`src/rtl/ip_tx_src_arb.sv`:
```
`default_nettype none
// ============================================================================
// Module      : ip_tx_src_arb
// Description : Round-robin arbiter sharing the IP encapsulation TX path among
//               NUM_SRCS transport-layer requesters. A grant is held for one
//               whole packet: one metadata handshake, then data beats up to
//               and including the beat that has last=1. After that packet the
//               grant is released and priority rotates to the next source.
// Revision    : 1.0 - initial release
// ============================================================================
module ip_tx_src_arb #(
  parameter int NUM_SRCS = 2,
  parameter int META_W   = 96,
  parameter int DATA_W   = 512,
  parameter int PAD_W    = 6
) (
  input  logic                       clk,
  input  logic                       rst,
  // Per-source metadata streams
  input  logic [NUM_SRCS-1:0]        src_arb_meta_val,
  input  logic [NUM_SRCS*META_W-1:0] src_arb_meta,
  output logic [NUM_SRCS-1:0]        arb_src_meta_rdy,
  // Per-source data streams
  input  logic [NUM_SRCS-1:0]        src_arb_data_val,
  input  logic [NUM_SRCS*DATA_W-1:0] src_arb_data,
  input  logic [NUM_SRCS-1:0]        src_arb_data_last,
  input  logic [NUM_SRCS*PAD_W-1:0]  src_arb_data_padbytes,
  output logic [NUM_SRCS-1:0]        arb_src_data_rdy,
  // Metadata toward the IP encap TX controller
  output logic                       arb_dst_meta_val,
  output logic [META_W-1:0]          arb_dst_meta,
  input  logic                       dst_arb_meta_rdy,
  // Data toward the IP encap TX controller
  output logic                       arb_dst_data_val,
  output logic [DATA_W-1:0]          arb_dst_data,
  output logic                       arb_dst_data_last,
  output logic [PAD_W-1:0]           arb_dst_data_padbytes,
  input  logic                       dst_arb_data_rdy,
  // Status
  output logic                       arb_busy
);

  // Source index width, and one extra bit so the wrap-around sum cannot overflow
  localparam int IDX_W = (NUM_SRCS > 1) ? $clog2(NUM_SRCS) : 1;
  localparam int SUM_W = IDX_W + 1;
  localparam logic [IDX_W-1:0] LAST_IDX   = IDX_W'(NUM_SRCS - 1);
  localparam logic [SUM_W-1:0] NUM_SRCS_S = SUM_W'(NUM_SRCS);

  typedef enum logic [1:0] {
    IDLE = 2'd0,
    META = 2'd1,
    DATA = 2'd2
  } state_t;

  state_t             state;
  state_t             state_nxt;
  logic [IDX_W-1:0]   grant_reg;
  logic [IDX_W-1:0]   grant_nxt;
  logic [IDX_W-1:0]   rr_ptr;
  logic [IDX_W-1:0]   rr_nxt;

  // Round-robin search results
  logic               req_found;
  logic [IDX_W-1:0]   req_idx;
  logic [SUM_W-1:0]   cand;

  // Per-source payloads split out of the flat buses
  logic [META_W-1:0]  meta_arr [NUM_SRCS];
  logic [DATA_W-1:0]  data_arr [NUM_SRCS];
  logic [PAD_W-1:0]   pad_arr  [NUM_SRCS];

  // Payload of the currently granted source
  logic               sel_meta_val;
  logic [META_W-1:0]  sel_meta;
  logic               sel_data_val;
  logic [DATA_W-1:0]  sel_data;
  logic               sel_data_last;
  logic [PAD_W-1:0]   sel_pad;

  // Handshake qualifiers toward the destination
  logic               meta_fire;
  logic               data_last_fire;

  generate
    for (genvar i = 0; i < NUM_SRCS; i++) begin : g_unpack
      assign meta_arr[i] = src_arb_meta[i*META_W +: META_W];
      assign data_arr[i] = src_arb_data[i*DATA_W +: DATA_W];
      assign pad_arr[i]  = src_arb_data_padbytes[i*PAD_W +: PAD_W];
    end
  endgenerate

  // Find the first requesting source at or after rr_ptr, wrapping modulo NUM_SRCS
  always_comb begin
    req_found = 1'b0;
    req_idx   = '0;
    cand      = '0;
    for (int k = 0; k < NUM_SRCS; k++) begin
      cand = {1'b0, rr_ptr} + SUM_W'(k);
      if (cand >= NUM_SRCS_S) begin
        cand = cand - NUM_SRCS_S;
      end
      if (!req_found && src_arb_meta_val[cand[IDX_W-1:0]]) begin
        req_found = 1'b1;
        req_idx   = cand[IDX_W-1:0];
      end
    end
  end

  // Mux the granted source's streams; used only in the matching state
  always_comb begin
    sel_meta_val  = src_arb_meta_val[grant_reg];
    sel_meta      = meta_arr[grant_reg];
    sel_data_val  = src_arb_data_val[grant_reg];
    sel_data      = data_arr[grant_reg];
    sel_data_last = src_arb_data_last[grant_reg];
    sel_pad       = pad_arr[grant_reg];
  end

  assign meta_fire      = sel_meta_val & dst_arb_meta_rdy;
  assign data_last_fire = sel_data_val & dst_arb_data_rdy & sel_data_last;

  // Priority moves to the source just after the one that finished its packet
  always_comb begin
    if (grant_reg == LAST_IDX) begin
      rr_nxt = '0;
    end else begin
      rr_nxt = grant_reg + 1'b1;
    end
  end

  // Next-state and output decode; everything is driven to 0 unless the state
  // routes one side of the granted source through
  always_comb begin
    state_nxt             = state;
    grant_nxt             = grant_reg;
    arb_src_meta_rdy      = '0;
    arb_src_data_rdy      = '0;
    arb_dst_meta_val      = 1'b0;
    arb_dst_meta          = '0;
    arb_dst_data_val      = 1'b0;
    arb_dst_data          = '0;
    arb_dst_data_last     = 1'b0;
    arb_dst_data_padbytes = '0;
    arb_busy              = 1'b1;

    case (state)
      IDLE: begin
        arb_busy = 1'b0;
        if (req_found) begin
          grant_nxt = req_idx;
          state_nxt = META;
        end
      end

      META: begin
        // Data from the granted source is held off until metadata is accepted
        arb_dst_meta_val            = sel_meta_val;
        arb_dst_meta                = sel_meta;
        arb_src_meta_rdy[grant_reg] = dst_arb_meta_rdy;
        if (meta_fire) begin
          state_nxt = DATA;
        end
      end

      DATA: begin
        arb_dst_data_val            = sel_data_val;
        arb_dst_data                = sel_data;
        arb_dst_data_last           = sel_data_last;
        arb_dst_data_padbytes       = sel_pad;
        arb_src_data_rdy[grant_reg] = dst_arb_data_rdy;
        if (data_last_fire) begin
          state_nxt = IDLE;
        end
      end

      default: begin
        state_nxt = IDLE;
      end
    endcase
  end

  // State, grant and round-robin pointer registers
  always_ff @(posedge clk) begin
    if (rst) begin
      state     <= IDLE;
      grant_reg <= '0;
      rr_ptr    <= '0;
    end else begin
      state     <= state_nxt;
      grant_reg <= grant_nxt;
      if ((state == DATA) && data_last_fire) begin
        rr_ptr <= rr_nxt;
      end
    end
  end

endmodule

`default_nettype wire

```
`config.mk`:
```
export PLATFORM = sky130hd
export DESIGN_NAME = ip_tx_src_arb
export DESIGN_NICKNAME = d
export VERILOG_FILES = /design/src/rtl/ip_tx_src_arb.sv
export SDC_FILE = /design/constraint.sdc
export NUM_CORES = 1
export LEC_CHECK = 0
export BUFFER_PORTS_ARGS = -buffer_cell sky130_fd_sc_hd__clkbuf_2
export CAP_MARGIN = 20
export CORE_AREA = 2 2 733 735
export DETAILED_ROUTE_END_ITERATION = 7
export DIE_AREA = 0 0 735 737
export GPL_TIMING_DRIVEN = 1
export PLACE_DENSITY = 0.3
export SETUP_SLACK_MARGIN = 0.4
export SLEW_MARGIN = 20
export SYNTH_ARGS = -nofsm -noshare
export SYNTH_HDL_FRONTEND = slang
export SYNTH_SLANG_ARGS = --single-unit
```
`constraint.sdc`:
```
create_clock -name clk -period 1.6 [get_ports clk]
set_input_delay 0.08 -clock clk [delete_from_list [all_inputs] [get_ports clk]]
set_output_delay 0.08 -clock clk [all_outputs]
set_load 0.005 [all_outputs]
```
==> run summary, run 1 <==
Status = finished with violations
Violated checks = setup timing
Kind of start point of the critical path = flip-flop
MaxCap Viol Count = 0
Post-route setup slack = -0.464 ns
Portion of total power attributed to combinational logic = 93.9%
Crit path capture type = output pin
Site row count = 269
Max Fclk = 0.485 GHz
Number of hold-slack violations in the final timing report = 0
Number of buffers inserted during clock tree synthesis = 3
Weighted congestion reported at the end of routability-driven placement = 1.02
Post-Synthesis Cells = 1,404
Initial antenna violation count = 546
Final std cell area, no fill = 33,900 um^2
H-tree depth reported by CTS = 1
Maximum resistive drop on vdd = 413 uV
Routed WL per cell = 36.0 um
Post-DP HPWL = 365,000 um
Largest fanout of any net on the critical path = 7
Pin count of the biggest net entering global routing = 50
Net Switching = 4230 uW
Overall global routing resource usage = 13.4%
Worst Hold Path Cells = 2
Most instantiated flip-flop cell in the synthesis netlist = dfxtp_1
Total core area = 534,000 um^2
Source of the worst hold timing path = rst
Area of the die = 542,000 um^2
Netlist Area Pre-Place = 10,100 um^2
Unrepaired setup endpoints after global routing = yes
Vias per Instance = 2.13
Cell internal pwr = 4330 uW
Transition time at the pin with the least slew margin = 0.604 ns
Origin of the critical flop-to-flop path = grant_reg$_SDFFE_PP0P_
Layout net count = 4,664
Final critical-path required period = 2.06 ns
Worst min path class = primary input to flip-flop
Max reg flops = 2
Max-slew headroom at the worst pin = 58.9%
Number of setup violations in the final report = 610
Wire length of the first global-routing pass = 423,000 um
Fraction of final layout cells with drive strength greater than 1 = 68.3%
I/O Pins = 1,860
Number of DRC markers after the initial detailed-route iteration = 1,567
Chip Width = 735 um
Required time at the worst-slack endpoint = 1.52 ns
Number of distinct standard cells referenced by the synthesized netlist = 25
Number of buffers on the longest clock path = 2
Setup Skew = 0.00487 ns
Initial core utilization = 1.88%
Hold Worst Slack = 0.0898 ns
Cts hold-fix bufs = 0
Async SR Flop Fraction = 0%
Commonest cells in the synthesized netlist = nor2_1, mux2i_1, buf_2
Post-Synthesis Net Count = 2,642
Library cell used as clock root buffer = clkbuf_16
Clock latency of the later-clocked register in the worst-skew pair = 0.23 ns
Leak pwr = 0.0133 uW
Critical path data arrival time = 1.98 ns
Fraction of power consumed by the clock network = 4.8%
Seq pwr share = 1.3%
Flop and latch count out of synthesis = 4
Endpoint, Worst Hold = state[0]$_SDFFE_PP0P_
Total power per unit cell area = 253 nW/um^2
Clock slew at the register clock pins of the worst setup and hold paths = 0.04 ns
Clock tree from TritonCTS = built
Number of detailed-route iterations in the first pass = 5
Cell accounting for the most synthesized area = mux2i_1
Mean area per synthesized cell = 7.16 um^2
Worst reg2reg path depth = 5
Crit share post-route = 129%
Register-to-Register Setup Slack = 0.20 ns
Critical setup path kind = flip-flop to output pin
Overflow left after global routing = 0
Standard cell area after detailed placement = 30,200 um^2
Sw Ratio = 49.4%
Number of flops mapped to enable cells by yosys = 0
Most common cell in the synthesized netlist = nor2_1
Number of buffers inserted by port buffering = 1,859
Area growth syn-to-layout = 237%
Area contributors post-synth = mux2i_1, nor2_1, buf_8
End of the worst register-to-register path = rr_ptr$_SDFFE_PP0P_
Yosys synthesis warning count = 0
Post-synth top area share = 61.3%
Via total after detailed routing = 22,500
DIE HEIGHT = 737 um
ANT nets after route = 0
Final routed wirelength across all metal layers = 382,000 um
Number of global-route vias before repair = 20,400
Proportion of synthesized chip area in sequential cells = 0.797%
Clock sinks = 4
Drc violations = 0
Number of max-slew violations in the final report = 0
[cells in the final DEF, fill, tap and decap left out, drive strengths merged]
cell type  instances
nand4b             1
dfxtp              4
nand2b             2
nand2              2
nor2b              2
and3               3
bufbuf             4
o21ai              1
a21oi              2
clkbuf          1781
nor4               1
nor2             620
o211ai             1
inv                3
diode            131
o221a              1
buf              375
nand3              2
nor3               1
mux2i            616
mux2               1
and2               1
nand4              1
[how the worst max path moves through the flow]
stage,from,to,slack (ns),depth (start not counted)
3_5_place_dp,grant_reg$_SDFFE_PP0P_,arb_dst_meta[79],-1.33,5
6_report,grant_reg$_SDFFE_PP0P_,arb_dst_data[192],-0.46,8
5_1_grt,grant_reg$_SDFFE_PP0P_,arb_dst_data[208],-0.53,8
4_1_cts,grant_reg$_SDFFE_PP0P_,arb_dst_meta[95],-0.53,7
3_3_place_gp,grant_reg$_SDFFE_PP0P_,arb_dst_meta[90],-1.37,5
2_1_floorplan,grant_reg$_SDFFE_PP0P_,arb_dst_data[0],0.44,6
[power groups by stage]
| stage | clock network (uW) | registers (uW) | logic [uW] |
|---|---|---|---|
| finish | 411 | 113 | 8030 |
| global route | 430 | 114 | 8500 |
| CTS | 421 | 113 | 7980 |
| detailed placement | 0 | 115 | 6960 |
| global placement | 0 | 115 | 6980 |
| floorplan | 0 | 112 | 2250 |
[final cells by class]
cell class	instances	area (um^2)
Fill cell	63700	501000
Timing Repair Buffer	2156	14500
Multi-Input combinational cell	1258	10000
Tap cell	7046	8820
Antenna cell	131	328
Sequential cell	4	83.8
Clock buffer	4	78.8
Inverter	3	11.3
[kinds of logic after synthesis]
logic type | count (synthesis) | share of synthesized area [%]
AND/OR/NAND/NOR | 636 | 24.1
multiplexers | 617 | 61.5
buffers and inverters | 142 | 13.2
AO/OA/AOI/OAI | 5 | 0.336
flip-flops | 4 | 0.797
[repair_timing]
item | CTS | global route
pin swaps | 6 | 8
endpoints found under the hold margin | 0 | 0
cloned | 20 | 3
setup buffers | 35 | 29
endpoints found under the setup margin | 624 | 626
resized for setup | 319 | 102
[worst max-delay path, stage by stage (launching register included)]
cell and delay, ns:
dfxtp_4 0.40, buf_4 0.16, buf_16 0.15, buf_16 0.17, bufbuf_16 0.29, buf_4 0.12, mux2i_1 0.22, nor2_1 0.06
clkbuf_2 0.12
[metal layers]
metal  track usage, %  up-vias  wire, um  part of all wire [%]
met5                0        -      2660                  0.70
met1             13.1     9939    126000                    33
met3             11.7     1069     74600                    20
met2             20.6     2173    161000                    42
li1                 -     8966         -                     -
met4             4.21      394     18400                   4.8
[stage by stage]
step / power (uW) / utilization, % / setup slack, ns / TNS, ns / instances
floorplan: 2360 / - / 0.443 / 0 / 1404
global placement: 7090 / 5.65 / -1.37 / -41.21 / 10400
detailed placement: 7080 / 5.65 / -1.33 / -42.94 / 10400
CTS: 8510 / 6.13 / -0.530 / -177.82 / 10400
global route: 9040 / 6.32 / -0.534 / -205.68 / 10600
finish: 8560 / 6.34 / -0.464 / -154.13 / 10600
Power figures use the tool's default switching activity.
==> run 2, diff against run 1 <==
Settings changed: ABC_AREA from default to 1, CORE_AREA 2 2 733 735 to 2 2 720 722, DIE_AREA 0 0 735 737 to 0 0 722 724.
==> run summary, run 2 <==
Status = finished with violations (unchanged)
Violated checks = setup timing (unchanged)
Overall global routing resource usage = 15.0% (was 13.4%)
Critical path data arrival time = 2.12 ns (was 1.98 ns)
Max-slew headroom at the worst pin = 59.2% (was 58.9%)
Critical setup path kind = flip-flop to output pin (unchanged)
Yosys synthesis warning count = 0 (unchanged)
ANT nets after route = 0 (unchanged)
Worst path most repeated cell = buf_12
Max reg flops = 2 (unchanged)
DIE HEIGHT = 724 um (was 737 um)
Chip Width = 722 um (was 735 um)
Most common cell in the synthesized netlist = nand2_1 (was nor2_1)
Netlist Area Pre-Place = 9320 um^2 (was 10,100 um^2)
Initial core utilization = 1.81% (was 1.88%)
Fraction of final layout cells with drive strength greater than 1 = 68.7% (was 68.3%)
Post-synth top area share = 50.1% (was 61.3%)
Kind of start point of the critical path = flip-flop (unchanged)
Total core area = 515,000 um^2 (was 534,000 um^2)
Library cell used as clock root buffer = clkbuf_16 (unchanged)
Util after Layout = 7.91% (was 6.34%)
Transition time at the pin with the least slew margin = 0.611 ns (was 0.604 ns)
Final instance count without filler cells = 11,200 (was 10,600)
H-tree depth reported by CTS = 1 (unchanged)
Site row count = 264 (was 269)
Worst Hold Path Cells = 2 (unchanged)
Initial antenna violation count = 470 (was 546)
Area growth syn-to-layout = 337% (was 237%)
Area of the die = 523,000 um^2 (was 542,000 um^2)
Post-route setup slack = -0.599 ns (was -0.464 ns)
Post-Synthesis Cells = 2,098 (was 1,404)
Number of hold-slack violations in the final timing report = 0 (unchanged)
Worst min path class = primary input to flip-flop (unchanged)
Post-DP HPWL = 385,000 um (was 365,000 um)
Pin count of the biggest net entering global routing = 56 (was 50)
Via total after detailed routing = 27,500 (was 22,500)
Routed WL per cell = 37.3 um (was 36.0 um)
Clock latency of the later-clocked register in the worst-skew pair = 0.26 ns (was 0.23 ns)
Number of distinct standard cells referenced by the synthesized netlist = 15 (was 25)
Max incr delay on CP = 0.45 ns (was 0.40 ns)
Post-Route Setup TNS = -257.97 ns (was -154.13 ns)
Number of DRC markers after the initial detailed-route iteration = 2,105 (was 1,567)
Overflow left after global routing = 0 (unchanged)
Area contributors post-synth = nand2_1, a21oi_1, buf_6 (was mux2i_1, nor2_1, buf_8)
Final routed wirelength across all metal layers = 417,000 um (was 382,000 um)
Setup Skew = 0.0178 ns (was 0.00487 ns)
Post-Synthesis Net Count = 3,336 (was 2,642)
Total power per unit cell area = 270 nW/um^2 (was 253 nW/um^2)
Most common cell after layout, fill and taps aside = clkbuf_2 (unchanged)
Layout net count = 5,520 (was 4,664)
Crit share post-route = 137% (was 129%)
Number of buffers on the longest clock path = 2 (unchanged)
Number of buffers inserted by port buffering = 1,859 (unchanged)
Required time at the worst-slack endpoint = 1.52 ns (about the same)
Cell count after placement = 10,900 (was 10,400)
Drc violations = 0 (unchanged)
Number of detailed-route iterations in the first pass = 5 (unchanged)
Clock tree from TritonCTS = built (unchanged)
Number of buffers inserted during clock tree synthesis = 3 (unchanged)
Commonest non-fill, non-tap cells in the layout = clkbuf_2, nand2_1, buf_12, a21oi_1, buf_4 (was clkbuf_2, nor2_1, mux2i_1, buf_4, buf_12)
Flop and latch count out of synthesis = 4 (unchanged)
Unrepaired setup endpoints after global routing = yes (unchanged)
I/O Pins = 1,860 (unchanged)
Max Fclk = 0.455 GHz (was 0.485 GHz)
Leak pwr = 0.0169 uW (was 0.0133 uW)
Clock slew at the register clock pins of the worst setup and hold paths = 0.06 ns (was 0.04 ns)
Slowest stage cell, crit path = a21oi_4 (was dfxtp_4)
MaxCap Viol Count = 0 (unchanged)
Worst reg2reg path depth = 13 (was 5)
Cell accounting for the most synthesized area = nand2_1 (was mux2i_1)
Most instantiated flip-flop cell in the synthesis netlist = dfxtp_1 (unchanged)
Largest fanout of any net on the critical path = 7 (unchanged)
Weighted congestion reported at the end of routability-driven placement = 1.09 (was 1.02)
Async SR Flop Fraction = 0% (unchanged)
Number of global-route vias before repair = 25,300 (was 20,400)
Proportion of synthesized chip area in sequential cells = 0.859% (was 0.797%)
Maximum resistive drop on vdd = 255 uV (was 413 uV)
Clock sinks = 4 (unchanged)
Cts hold-fix bufs = 0 (unchanged)
Commonest cells in the synthesized netlist = nand2_1, a21oi_1, buf_2 (was nor2_1, mux2i_1, buf_2)
Cell-by-cell trace of the critical path = buf_12 > clkinv_16 > buf_16 > buf_12 > buf_16 > nand2_1 > a21oi_4 > buf_12 (was buf_4 > buf_16 > buf_16 > bufbuf_16 > buf_4 > mux2i_1 > nor2_1 > clkbuf_2)
Final critical-path required period = 2.20 ns (was 2.06 ns)
Crit path capture type = output pin (unchanged)
Wire length of the first global-routing pass = 465,000 um (was 423,000 um)
Number of max-slew violations in the final report = 0 (unchanged)
Vias per Instance = 2.46 (was 2.13)
Number of flops mapped to enable cells by yosys = 0 (unchanged)
Number of setup violations in the final report = 625 (was 610)
Mean area per synthesized cell = 4.44 um^2 (was 7.16 um^2)
-- run 2: cell count changes after synthesis, moves of 50 or more --
cell,before,now
a21oi_1,2,618
buf_2,61,122
buf_6,1,56
buf_8,50,0
mux2i_1,616,0
nand2_1,2,1243
nor2_1,620,6
-- run 2: repair_timing --
action	in CTS	in global routing
endpoints found under the setup margin	625	625
pin swaps	69	145
buffers inserted	76	78
resized for setup	528	704
gates cloned	16	26
-- run 2: per-stage QoR --
stage | setup WS, ns | hold slack [ns] | total power, uW | cell area, um^2
after floorplan | 0.500 | 0.149 | 2070 | 9320
after global placement | -1.59 | 0.320 | 8270 | 32700
after detailed placement | -1.11 | 0.328 | 8230 | 32900
after CTS | -0.726 | 0.0302 | 10100 | 36600
after global routing | -0.684 | 0.0620 | 11600 | 40600
final | -0.599 | 0.0554 | 11000 | 40800
-- run 2: area by class of cell --
type,count,area [um^2]
clock buffer,4,78.8
tap,6783,8490
fill,61100,475000
multi-input combinational,1878,11700
antenna,115,288
sequential,4,85.1
timing repair buffer,2383,20100
inverter,12,73.8
-- run 2: worst max-delay path: cells and delay by family, from the launching register on --
family | cells | cell delay, ns
AOI/OAI and AO/OA | 1 | 0.45
buffers and inverters | 6 | 0.85
DFF | 1 | 0.36
and+or+nand+nor | 1 | 0.12
-- run 2: where the power goes --
| part | internal [uW] | switching, uW | leakage, uW |
|---|---|---|---|
| clock network | 337 | 164 | 0.0000389 |
| logic | 4490 | 5910 | 0.0169 |
| registers | 106 | 6.86 | 0.0000339 |
-- run 2: worst paths after layout --
| check | start | to | slack (ns) |
|---|---|---|---|
| hold / removal | rst | state[0]$_SDFFE_PP0P_ | 0.06 |
| hold reg to reg | rr_ptr$_SDFFE_PP0P_ | rr_ptr$_SDFFE_PP0P_ | 0.52 |
| setup / recovery | grant_reg$_SDFFE_PP0P_ | arb_dst_data[449] | -0.60 |
| setup reg to reg | grant_reg$_SDFFE_PP0P_ | rr_ptr$_SDFFE_PP0P_ | -0.38 |
-- run 2: cell families after synthesis --
group,count (synthesis),share of synthesized area (%)
AOI/OAI and AO/OA,623,33.5
and+or+nand+nor,1255,50.6
DFF,4,0.859
buffers and inverters,216,15.0
-- run 2: layer usage --
layer  wire, um  up-vias  track usage [%]
met5       1910        -                0
met4      14400      284             3.89
met3      59700      862             9.35
met2     190000     2023             24.4
met1     151000    13100             16.2
li1           -    11300                -
